$ cat src/rtl/pulse_gen.sv
// Single-shot pulse generator: ready after a post-reset delay, then one
// delayed, fixed-width pulse per rising edge of start.
module pulse_gen #(
  parameter int RESET_DELAY = 5,
  parameter int START_DELAY = 3,
  parameter int PULSE_WIDTH = 4,
  parameter int CNT_W       = 16
) (
  input  logic clk,
  input  logic reset,
  input  logic start,
  output logic pulse_out,
  output logic pulse_generator_ready_after_reset
);

  localparam longint CNT_MAX = (longint'(1) << CNT_W) - 1;

  if (RESET_DELAY < 1 || RESET_DELAY > CNT_MAX) begin : g_bad_rd
    $error("pulse_gen: RESET_DELAY out of range");
  end
  if (START_DELAY < 1 || START_DELAY > CNT_MAX) begin : g_bad_sd
    $error("pulse_gen: START_DELAY out of range");
  end
  if (PULSE_WIDTH < 1 || PULSE_WIDTH > CNT_MAX) begin : g_bad_pw
    $error("pulse_gen: PULSE_WIDTH out of range");
  end

  localparam logic [CNT_W-1:0] RST_LAST = CNT_W'(RESET_DELAY - 1);
  localparam logic [CNT_W-1:0] DLY_LAST = CNT_W'(START_DELAY - 1);
  localparam logic [CNT_W-1:0] PW_LAST  = CNT_W'(PULSE_WIDTH - 1);

  typedef enum logic [1:0] {
    WAIT_RST,
    IDLE,
    DELAY,
    ACTIVE
  } state_t;

  state_t           state_q, state_d;
  logic [CNT_W-1:0] cnt_q, cnt_d;
  logic             pulse_q, pulse_d;
  logic             ready_q, ready_d;
  logic             start_q;
  logic             start_edge;

  assign start_edge = start & ~start_q;

  always_comb begin
    state_d = state_q;
    cnt_d   = cnt_q;
    pulse_d = pulse_q;
    ready_d = ready_q;
    unique case (state_q)
      WAIT_RST: begin
        if (cnt_q == RST_LAST) begin
          state_d = IDLE;
          ready_d = 1'b1;
          cnt_d   = '0;
        end else begin
          cnt_d = cnt_q + CNT_W'(1);
        end
      end
      IDLE: begin
        if (start_edge) begin
          state_d = DELAY;
          cnt_d   = '0;
        end
      end
      DELAY: begin
        if (cnt_q == DLY_LAST) begin
          state_d = ACTIVE;
          pulse_d = 1'b1;
          cnt_d   = '0;
        end else begin
          cnt_d = cnt_q + CNT_W'(1);
        end
      end
      ACTIVE: begin
        if (cnt_q == PW_LAST) begin
          state_d = IDLE;
          pulse_d = 1'b0;
          cnt_d   = '0;
        end else begin
          cnt_d = cnt_q + CNT_W'(1);
        end
      end
      default: begin
        state_d = WAIT_RST;
        cnt_d   = '0;
        pulse_d = 1'b0;
        ready_d = 1'b0;
      end
    endcase
  end

  always_ff @(posedge clk) begin
    if (reset) begin
      state_q <= WAIT_RST;
      cnt_q   <= '0;
      pulse_q <= 1'b0;
      ready_q <= 1'b0;
      start_q <= 1'b0;
    end else begin
      state_q <= state_d;
      cnt_q   <= cnt_d;
      pulse_q <= pulse_d;
      ready_q <= ready_d;
      start_q <= start;
    end
  end

  assign pulse_out = pulse_q;
  assign pulse_generator_ready_after_reset = ready_q;

endmodule

$ cat config.mk
export PLATFORM = sky130hd
export DESIGN_NAME = pulse_gen
export DESIGN_NICKNAME = d
export VERILOG_FILES = /design/src/rtl/pulse_gen.sv
export SDC_FILE = /design/constraint.sdc
export NUM_CORES = 1
export LEC_CHECK = 0
export CORE_MARGIN = 5
export CORE_UTILIZATION = 52
export DETAILED_ROUTE_END_ITERATION = 8
export PLACE_DENSITY = 0.7
export SKIP_CTS_REPAIR_TIMING = 1
export SYNTH_ARGS = -nofsm -noshare
export SYNTH_HDL_FRONTEND = slang
export SYNTH_SLANG_ARGS = --single-unit
$ cat constraint.sdc
create_clock -name clk -period 2.2 [get_ports clk]
set_input_delay 0.33 -clock clk [delete_from_list [all_inputs] [get_ports clk]]
set_output_delay 0.33 -clock clk [all_outputs]
set_load 0.01 [all_outputs]
# [Yosys cells after proc, flatten, opt, wreduce, memory -nomap -nowiden]
# Cells that the tools add are included.
[totals] out_inout_bits=2 register_bits=21
[op_classes] n_eq_ne=10 bitwise_logic=2 mux=13 reduce_logical=5 n_addsub=1
[ops] cell="two-way mux 16 bit" count=4
[ops] cell="case mux 16 bit (4 select lines)" count=1
[ops] cell="equality test 16 x 2 -> 1 bit, second input constant" count=2
[ops] cell="adder 16 x 1 -> 16 bit, second input constant" count=1
[ops] cell="equality test 16 x 3 -> 1 bit, second input constant" count=1
[ops] cell="two-way mux 2 bit" count=4
[ops] cell="inequality test 2 bit, second input constant" count=4
[ops] cell="case mux 2 bit (4 select lines)" count=1
[ops] cell="equality test 2 bit, second input constant" count=2
[ops] cell="AND reduction 4 bit" count=1
[ops] cell="AND reduction 3 bit" count=1
[ops] cell="equality test 2 x 1 -> 1 bit, second input constant" count=1
[ops] cell="logical NOT 2 bit" count=1
[ops] cell="two-way mux 1 bit" count=2
[ops] cell="case mux 1 bit (2 select lines)" count=1
[ops] cell="AND reduction 2 bit" count=1
[ops] cell="nonzero test 2 bit" count=1
[ops] cell="bitwise AND 1 bit" count=1
[ops] cell="NOT 1 bit" count=1

# [Longest topological paths before layout]
# Gate-level depths: netlist of the first run.
[logic_depth] word_depth=4 mapped_depth=8 depth_no_buf=7

# [Worst setup path after synthesis of the first run]
# No wires, ideal clock.
[synth_path] path_kind="reg2reg" startpoint="register state_q[0]" endpoint="register state_q[0]" period_less_slack_ps=1890 setup_time_ps=123 required_time_ps=2077 n_path_buf=0 slack_ps=310 arrival_ps=1767 path_stages_with_launch=7 cell_sequence="dfxtp_1 -> inv_1 -> ha_1 -> a221oi_2 -> a21oi_1 -> nor3_2 -> mux2_1"
[synth_between] elab_chain_cells=3 elab_cells_between_ends=10 cone_classes="7 x eq/ne; 1 x mux; 2 x reduce/logical"
[synth_lines] item="from (decl)" line_no="39" rtl="state_t state_q, state_d;"
[synth_lines] item="from (signal assigned)" line_no="104" rtl="state_q <= state_d;"
[synth_lines] item="equality test 2 bit (tied with other cells)" line_no="53" rtl="unique case (state_q)"
[synth_lines] item="inequality test 2 bit (no source line)"
[synth_lines] item="AND reduction 4 bit (no source line)"
# Parallel ways exist; a longest one is shown, timed or not.
# A chain may end at the register's enable or synchronous reset.

# [Final worst setup path of the first run]
[layout_path] startpoint="register cnt_q[5]" endpoint="register state_q[0]"
[layout_between] elab_chain_cells=3 elab_cells_between_ends=7 cone_classes="6 x eq/ne; 1 x reduce/logical"
[layout_lines] item="from (decl)" line_no="40" rtl="logic [CNT_W-1:0] cnt_q, cnt_d;"
[layout_lines] item="from (signal assigned)" line_no="105" rtl="cnt_q <= cnt_d;"
[layout_lines] item="equality test 16 x 2 -> 1 bit (tied with other cells)" line_no="79" rtl="if (cnt_q == PW_LAST) begin"
[layout_lines] item="inequality test 2 bit (no source line)"
[layout_lines] item="AND reduction 4 bit (no source line) (*)"
# Mark *: on every way between the ends. The rest lies on a longest branch, timed or not.

==> results.ini, run 1 <==
[die]
die_h_um = 61.5
die_x_um = 61.5
io_pins = 5
core-area_mm2 = 0.00250
fp.dieArea_mm2 = 0.00378
fp-row-count = 18
start_util_pct = 55.2

[cts]
clock_sinks = 21
h-tree-depth = 1
numCtsBuffers = 3
tritoncts = yes
clk_latency_ps = 310
cts_max_path_buffers = 2
clk_pin_slew_ps = 120
cts_root_buf = clkbuf_4

[detailed_routing]
drc = 0
via_per_inst = 6.30
ant_nets = 0
wl_mm = 3.07
drt-pass1-iter-count = 4
vias = 1259
drtIter0Drc = 56
wire_per_inst_um = 15.4

[synth]
synth_area_per_cell_um2 = 8.36
ys.flop_type = dfxtp_1
ys_types = 46
synth_top_area_share_pct = 30.5
synth_nets = 177
yosysTopAreaCell = dfxtp_1
ys_seq_area_share_pct = 30.5
ys.warnings.count = 0
syn_area_mm2 = 0.00138
synth.area.top_cells = dfxtp_1 30%, ha_1 8.2%, nand2_1 5.7%
ys_async_sr_fraction_pct = 0
synth-edff-count = 0
syn_inst = 165
ys_ff_latch = 21

[global_routing]
antenna_found_initial = 0
grt_pass1_wl_mm = 5.32
grt_pass1_vias = 1139
grt_overflow = 0
track_usage_pct = 18.9
grt_start_max_net_pins = 14

[timing]
setup_tns_ps = 0
finClkSkew_ps = 2.07
rsz0062_at_grt = no
worst_pin_slew_ps = 460
setup_violations = 0
hold_violations = 0
fin_crit_sh_pct = 90.8
drv_slew = 0
period_needed_ps = 2000
relSlewSlack_pct = 69.2
max_freq_mhz = 501

[setup_path]
crit_type = flip-flop to flip-flop
reg2reg_to = state_q[0]$_SDFFE_PP0P_
cp.required_ps = 2410
crit_chain = nor4_1, and4_2, a21oi_1, nor3_2, mux2_1
cp_max_fo = 7
r2r_slack_ps = 200
reg2reg_from = cnt_q[5]$_SDFFE_PP0N_
ff2ff_path_depth = 5
crit_arrival_ps = 2210
cp_slowest_cell = nor4_1
critPathLaunchType = flip-flop
cpPeakStageDelay_ps = 440
worstSetupEndpointType = flip-flop

[layout]
drive_gt1_share_pct = 12.9
nets = 183
n_antenna_cell = 0
postLayoutCoreUtil_pct = 59.7
n_fill_cell = 225
area_growth_pct = 8.17

[place]
dp_hpwl_mm = 2.27
place_congestion = 0.840
port_buffers = 4

[min_path]
whs_path_depth = 2
whs_endpoint = pulse_generator_ready_after_reset$_SDFFE_PP0P_
worstHoldPathType = flip-flop to flip-flop
hold_path.startpoint = pulse_generator_ready_after_reset$_SDFFE_PP0P_

[power]
p_leak_uw = 0.000505
pwr_density_cell_mw_per_mm2 = 764
irDropWorstVdd_mv = 0.605

[outcome]
status = finished, final reports clean

[run]
maxCapViolCount = 0

-- flip-flops by register name (all words and copies together) (netlist names) --
| register | flops |
|---|---|
| cnt_q | 16 |
| pulse_out | 1 |
| pulse_generator_ready_after_reset | 1 |
| start_q | 1 |
| state_q | 2 |
-- cells in the mapped netlist (5+ instances only) --
library cell  instances
inv_1                11
buf_2                 6
nor4_1                5
nand3_1               7
a21oi_1               5
nand2_1              21
nand4_1              10
or3_1                 5
ha_1                  9
dfxtp_1              21
nor2_1                8
o311ai_1              5
-- worst max-delay path: cells and delay by family, from the launching register on --
family,cells,cell delay [ps]
simple gates,3,1050
flops,1,400
mux,1,350
compound gates,1,100
-- cell usage in the layout (no fill, tap or decap), types with 2 or more instances in the layout --
cell type         n
nand2b_1          2
or3_1             5
buf_4             8
nor3b_1           2
nor2_1            8
and2_1            2
a211oi_1          2
nor4_1            5
ha_1              9
nand2_1          21
nand3_1           7
dfxtp_1          21
o311ai_0          2
inv_1            11
clkbuf_4          3
o21ai_0           3
a22oi_1           3
clkdlybuf4s50_1   4
o41ai_2           2
o311ai_1          5
a21oi_1           5
nand4_1          10
nor3_1            2
nor2b_1           3
o211ai_1          2
-- worst max-delay path by stage --
| stage | slack (ps) | from | end |
|---|---|---|---|
| final | 200 | cnt_q[5]$_SDFFE_PP0N_ | state_q[0]$_SDFFE_PP0P_ |
| after global placement | 270 | cnt_q[5]$_SDFFE_PP0N_ | state_q[0]$_SDFFE_PP0P_ |
| after detailed placement | 220 | cnt_q[5]$_SDFFE_PP0N_ | state_q[0]$_SDFFE_PP0P_ |
| after floorplan | 310 | state_q[0]$_SDFFE_PP0P_ | state_q[0]$_SDFFE_PP0P_ |
| after global routing | 30 | cnt_q[5]$_SDFFE_PP0N_ | state_q[0]$_SDFFE_PP0P_ |
| after CTS | 200 | cnt_q[5]$_SDFFE_PP0N_ | state_q[0]$_SDFFE_PP0P_ |
-- where the power goes --
group          internal, uW  switching, uW  total, uW
sequential              414           51.2        466
combinational           194            285        480
clock                  71.0            123        194
-- routing by layer --
layer	up-vias	wire length, um	GRT usage, %
met5	-	0	0
met4	0	55	8.18
met3	6	202	2.73
met2	45	1390	28.8
met1	587	1420	26.4
li1	621	-	-
-- area by class of cell --
type	instances	area [um^2]	area share [%]
clock buffers	4	26.3	1.76
inverters	11	41.3	2.77
repair buffers	12	100	6.71
well taps	30	37.5	2.52
multi-input cells	122	866	58.1
flip-flops and latches	21	420	28.2
-- cell families after synthesis --
group,Yosys count,synth area share (%)
buffers and inverters,22,6.81
DFF,21,30.5
AOI/OAI and AO/OA,34,22.0
and+or+nand+nor,77,31.0
adders and majority gates,9,8.17
muxes,2,1.54
-- per-stage QoR --
step	cells	hold slack, ps	cell area [um^2]	setup slack, ps	total power, uW
after floorplan	165	458	1380	310	800
after CTS	200	507	1490	200	1150
after detailed placement	196	477	1460	225	954
after global placement	196	484	1460	275	935
after global routing	200	542	1490	26.3	1220
final	200	510	1490	202	1140
No activity file was read; power rests on OpenSTA's default activity.
==> run 2: changes to the inputs <==
==> constraint.sdc (replaced) <==
create_clock -name clk -period 2.2 [get_ports clk]
set_input_delay 0.55 -clock clk [delete_from_list [all_inputs] [get_ports clk]]
set_output_delay 0.55 -clock clk [all_outputs]
set_load 0.01 [all_outputs]
==> run 2 against run 1 <==
Non-clock buffer count increased by 5. Combinational power increased by 5.8%. Wire length increased by 2.2%. Sequential cell count unchanged. Via count increased by 3.3%. Cell area increased by 3.2%. Die area unchanged. Critical path depth increased by 3. Critical endpoint is now cnt_q[5]$_SDFFE_PP0N_. Largest power group unchanged. Highest routed layer unchanged.
==> results.ini, run 2 (same netlist as run 1, synthesis figures left out) <==
[outcome]
status = finished, final reports clean

[timing]
worst_pin_slew_ps = 486  ; +26.0 ps
period_needed_ps = 2010  ; +17.1 ps
timing.hold.ws_ps = 500  ; -9.37 ps
hold_violations = 0  ; unchanged
setup_tns_ps = 0  ; unchanged
relSlewSlack_pct = 67.4  ; -1.8 points
finClkSkew_ps = 10.3  ; +8.24 ps
max_freq_mhz = 496  ; -0.85%
setup_violations = 0  ; unchanged
fin_crit_sh_pct = 91.6  ; +0.78 points
drv_slew = 0  ; unchanged
rsz0062_at_grt = no

[die]
core-area_mm2 = 0.00250  ; unchanged
start_util_pct = 55.2  ; unchanged
fp.dieArea_mm2 = 0.00378  ; unchanged
die_h_um = 61.5  ; unchanged
fp-row-count = 18  ; unchanged
die_x_um = 61.5  ; unchanged
io_pins = 5  ; unchanged

[cts]
cts_root_buf = clkbuf_4
clk_latency_ps = 310  ; about the same
clk_pin_slew_ps = 120  ; about the same
tritoncts = yes
clock_sinks = 21  ; unchanged
numCtsBuffers = 3  ; unchanged
h-tree-depth = 1  ; unchanged
cts_max_path_buffers = 2  ; unchanged

[setup_path]
crit_buf_inv = 2  ; +2
crit_arrival_ps = 2220  ; about the same
crit_family = simple AND/OR/NAND/NOR gates
cp_max_fo = 11  ; +4
critPathLaunchType = flip-flop
reg2reg_from = cnt_q[0]$_SDFFE_PP0N_
crit_type = flip-flop to flip-flop
cp.required_ps = 2400  ; about the same
ff2ff_path_depth = 8  ; +3
r2r_slack_ps = 190  ; -20 ps
crit_chain = inv_1, ha_1, nor4bb_1, and4_1, nand2_1, nand3_1, buf_4, o311ai_0
reg2reg_to = cnt_q[5]$_SDFFE_PP0N_
cpPeakStageDelay_ps = 470  ; +30 ps
cp_slowest_cell = dfxtp_1
worstSetupEndpointType = flip-flop

[layout]
largestRegisters = cnt_q x16, state_q x2
largest-register = cnt_q
n_fill_cell = 224  ; -0.44%
drive_gt1_share_pct = 14.9  ; +1.9 points
n_antenna_cell = 0  ; unchanged
final_cell_area_mm2 = 0.00154  ; +3.2%
layout_common_cells = 21 x nand2_1, 21 x dfxtp_1, 13 x buf_4, 11 x inv_1, 10 x nand4_1
nets = 188  ; +2.7%
area_growth_pct = 11.6
postLayoutCoreUtil_pct = 61.6  ; +1.9 points
largest_reg_flops = 16  ; unchanged

[run]
maxCapViolCount = 0  ; unchanged

[min_path]
whs_endpoint = pulse_generator_ready_after_reset$_SDFFE_PP0P_
hold_path.startpoint = pulse_generator_ready_after_reset$_SDFFE_PP0P_
worstHoldPathType = flip-flop to flip-flop
whs_path_depth = 2  ; unchanged

[detailed_routing]
vias = 1300  ; +3.3%
wl_mm = 3.14  ; +2.2%
drc = 0  ; unchanged
ant_nets = 0  ; unchanged
via_per_inst = 6.34  ; +0.74%
drt-pass1-iter-count = 5  ; +1
drtIter0Drc = 64  ; +14%
wire_per_inst_um = 15.3  ; -0.25%

[global_routing]
antenna_found_initial = 0  ; unchanged
track_usage_pct = 19.3  ; +0.37 points
grt_pass1_wl_mm = 5.48  ; +3.0%
grt_start_max_net_pins = 15  ; +1
grt_pass1_vias = 1195  ; +4.9%
grt_overflow = 0  ; unchanged

[power]
p_leak_uw = 0.000533  ; +5.4%
pwr_density_cell_mw_per_mm2 = 758  ; -0.78%
p_total_uw = 1170  ; +2.4%
irDropWorstVdd_mv = 0.662  ; +9.5%

[place]
place_congestion = 0.856  ; +1.8%
port_buffers = 4  ; unchanged
place_area_mm2 = 0.00149  ; +1.5%
dp_hpwl_mm = 2.32  ; +2.4%

run 2: changes by cell type in the layout (fill, tap and decap cells not counted):
cell,before,now
buf_4,8,13
a221oi_2,1,0
a221oi_4,0,1
and4_1,1,2
and4_2,1,0
run 2: report_power, final:
group	leakage, uW	internal, uW	switching [uW]
combinational	0.000348	214	295
sequential	0.000170	414	51.1
clock	0.0000150	70.9	123
run 2: metal layers:
metal,up-vias,share of wire (%),track usage [%]
li1,631,-,-
met1,626,47,26.9
met4,0,2.4,8.79
met3,7,4.6,2.94
met2,36,46,29.0
met5,-,0,0
run 2: area by class of cell:
class / instances / area, um^2 / share of cell area, %
Clock buffer: 4 / 26.3 / 1.71
Inverter: 11 / 41.3 / 2.68
Multi-Input combinational cell: 122 / 876 / 56.9
Sequential cell: 21 / 420 / 27.3
Tap cell: 30 / 37.5 / 2.44
Timing Repair Buffer: 17 / 138 / 8.94
run 2: worst max-delay path by stage:
stage	from	to	slack [ps]	depth (start not counted)
floorplan	state_q[0]$_SDFFE_PP0P_	state_q[0]$_SDFFE_PP0P_	310	6
CTS	cnt_q[0]$_SDFFE_PP0N_	cnt_q[5]$_SDFFE_PP0N_	50	8
detailed placement	start	cnt_q[14]$_SDFFE_PP0N_	60	6
global placement	start	cnt_q[14]$_SDFFE_PP0N_	80	6
finish	cnt_q[0]$_SDFFE_PP0N_	cnt_q[5]$_SDFFE_PP0N_	190	8
global route	cnt_q[1]$_SDFFE_PP0N_	state_q[0]$_SDFFE_PP0P_	40	6
run 2: tightest hold or removal path, stage by stage (launching register included):
cell and delay, ps:
dfxtp_1 350, a21oi_1 40, nor2_1 80
run 2: stage by stage:
stage	cells	worst slack (ps)
finish	205	185
global route	205	36.4
CTS	203	53.3
detailed placement	199	60.5
global placement	199	84.0
floorplan	165	310
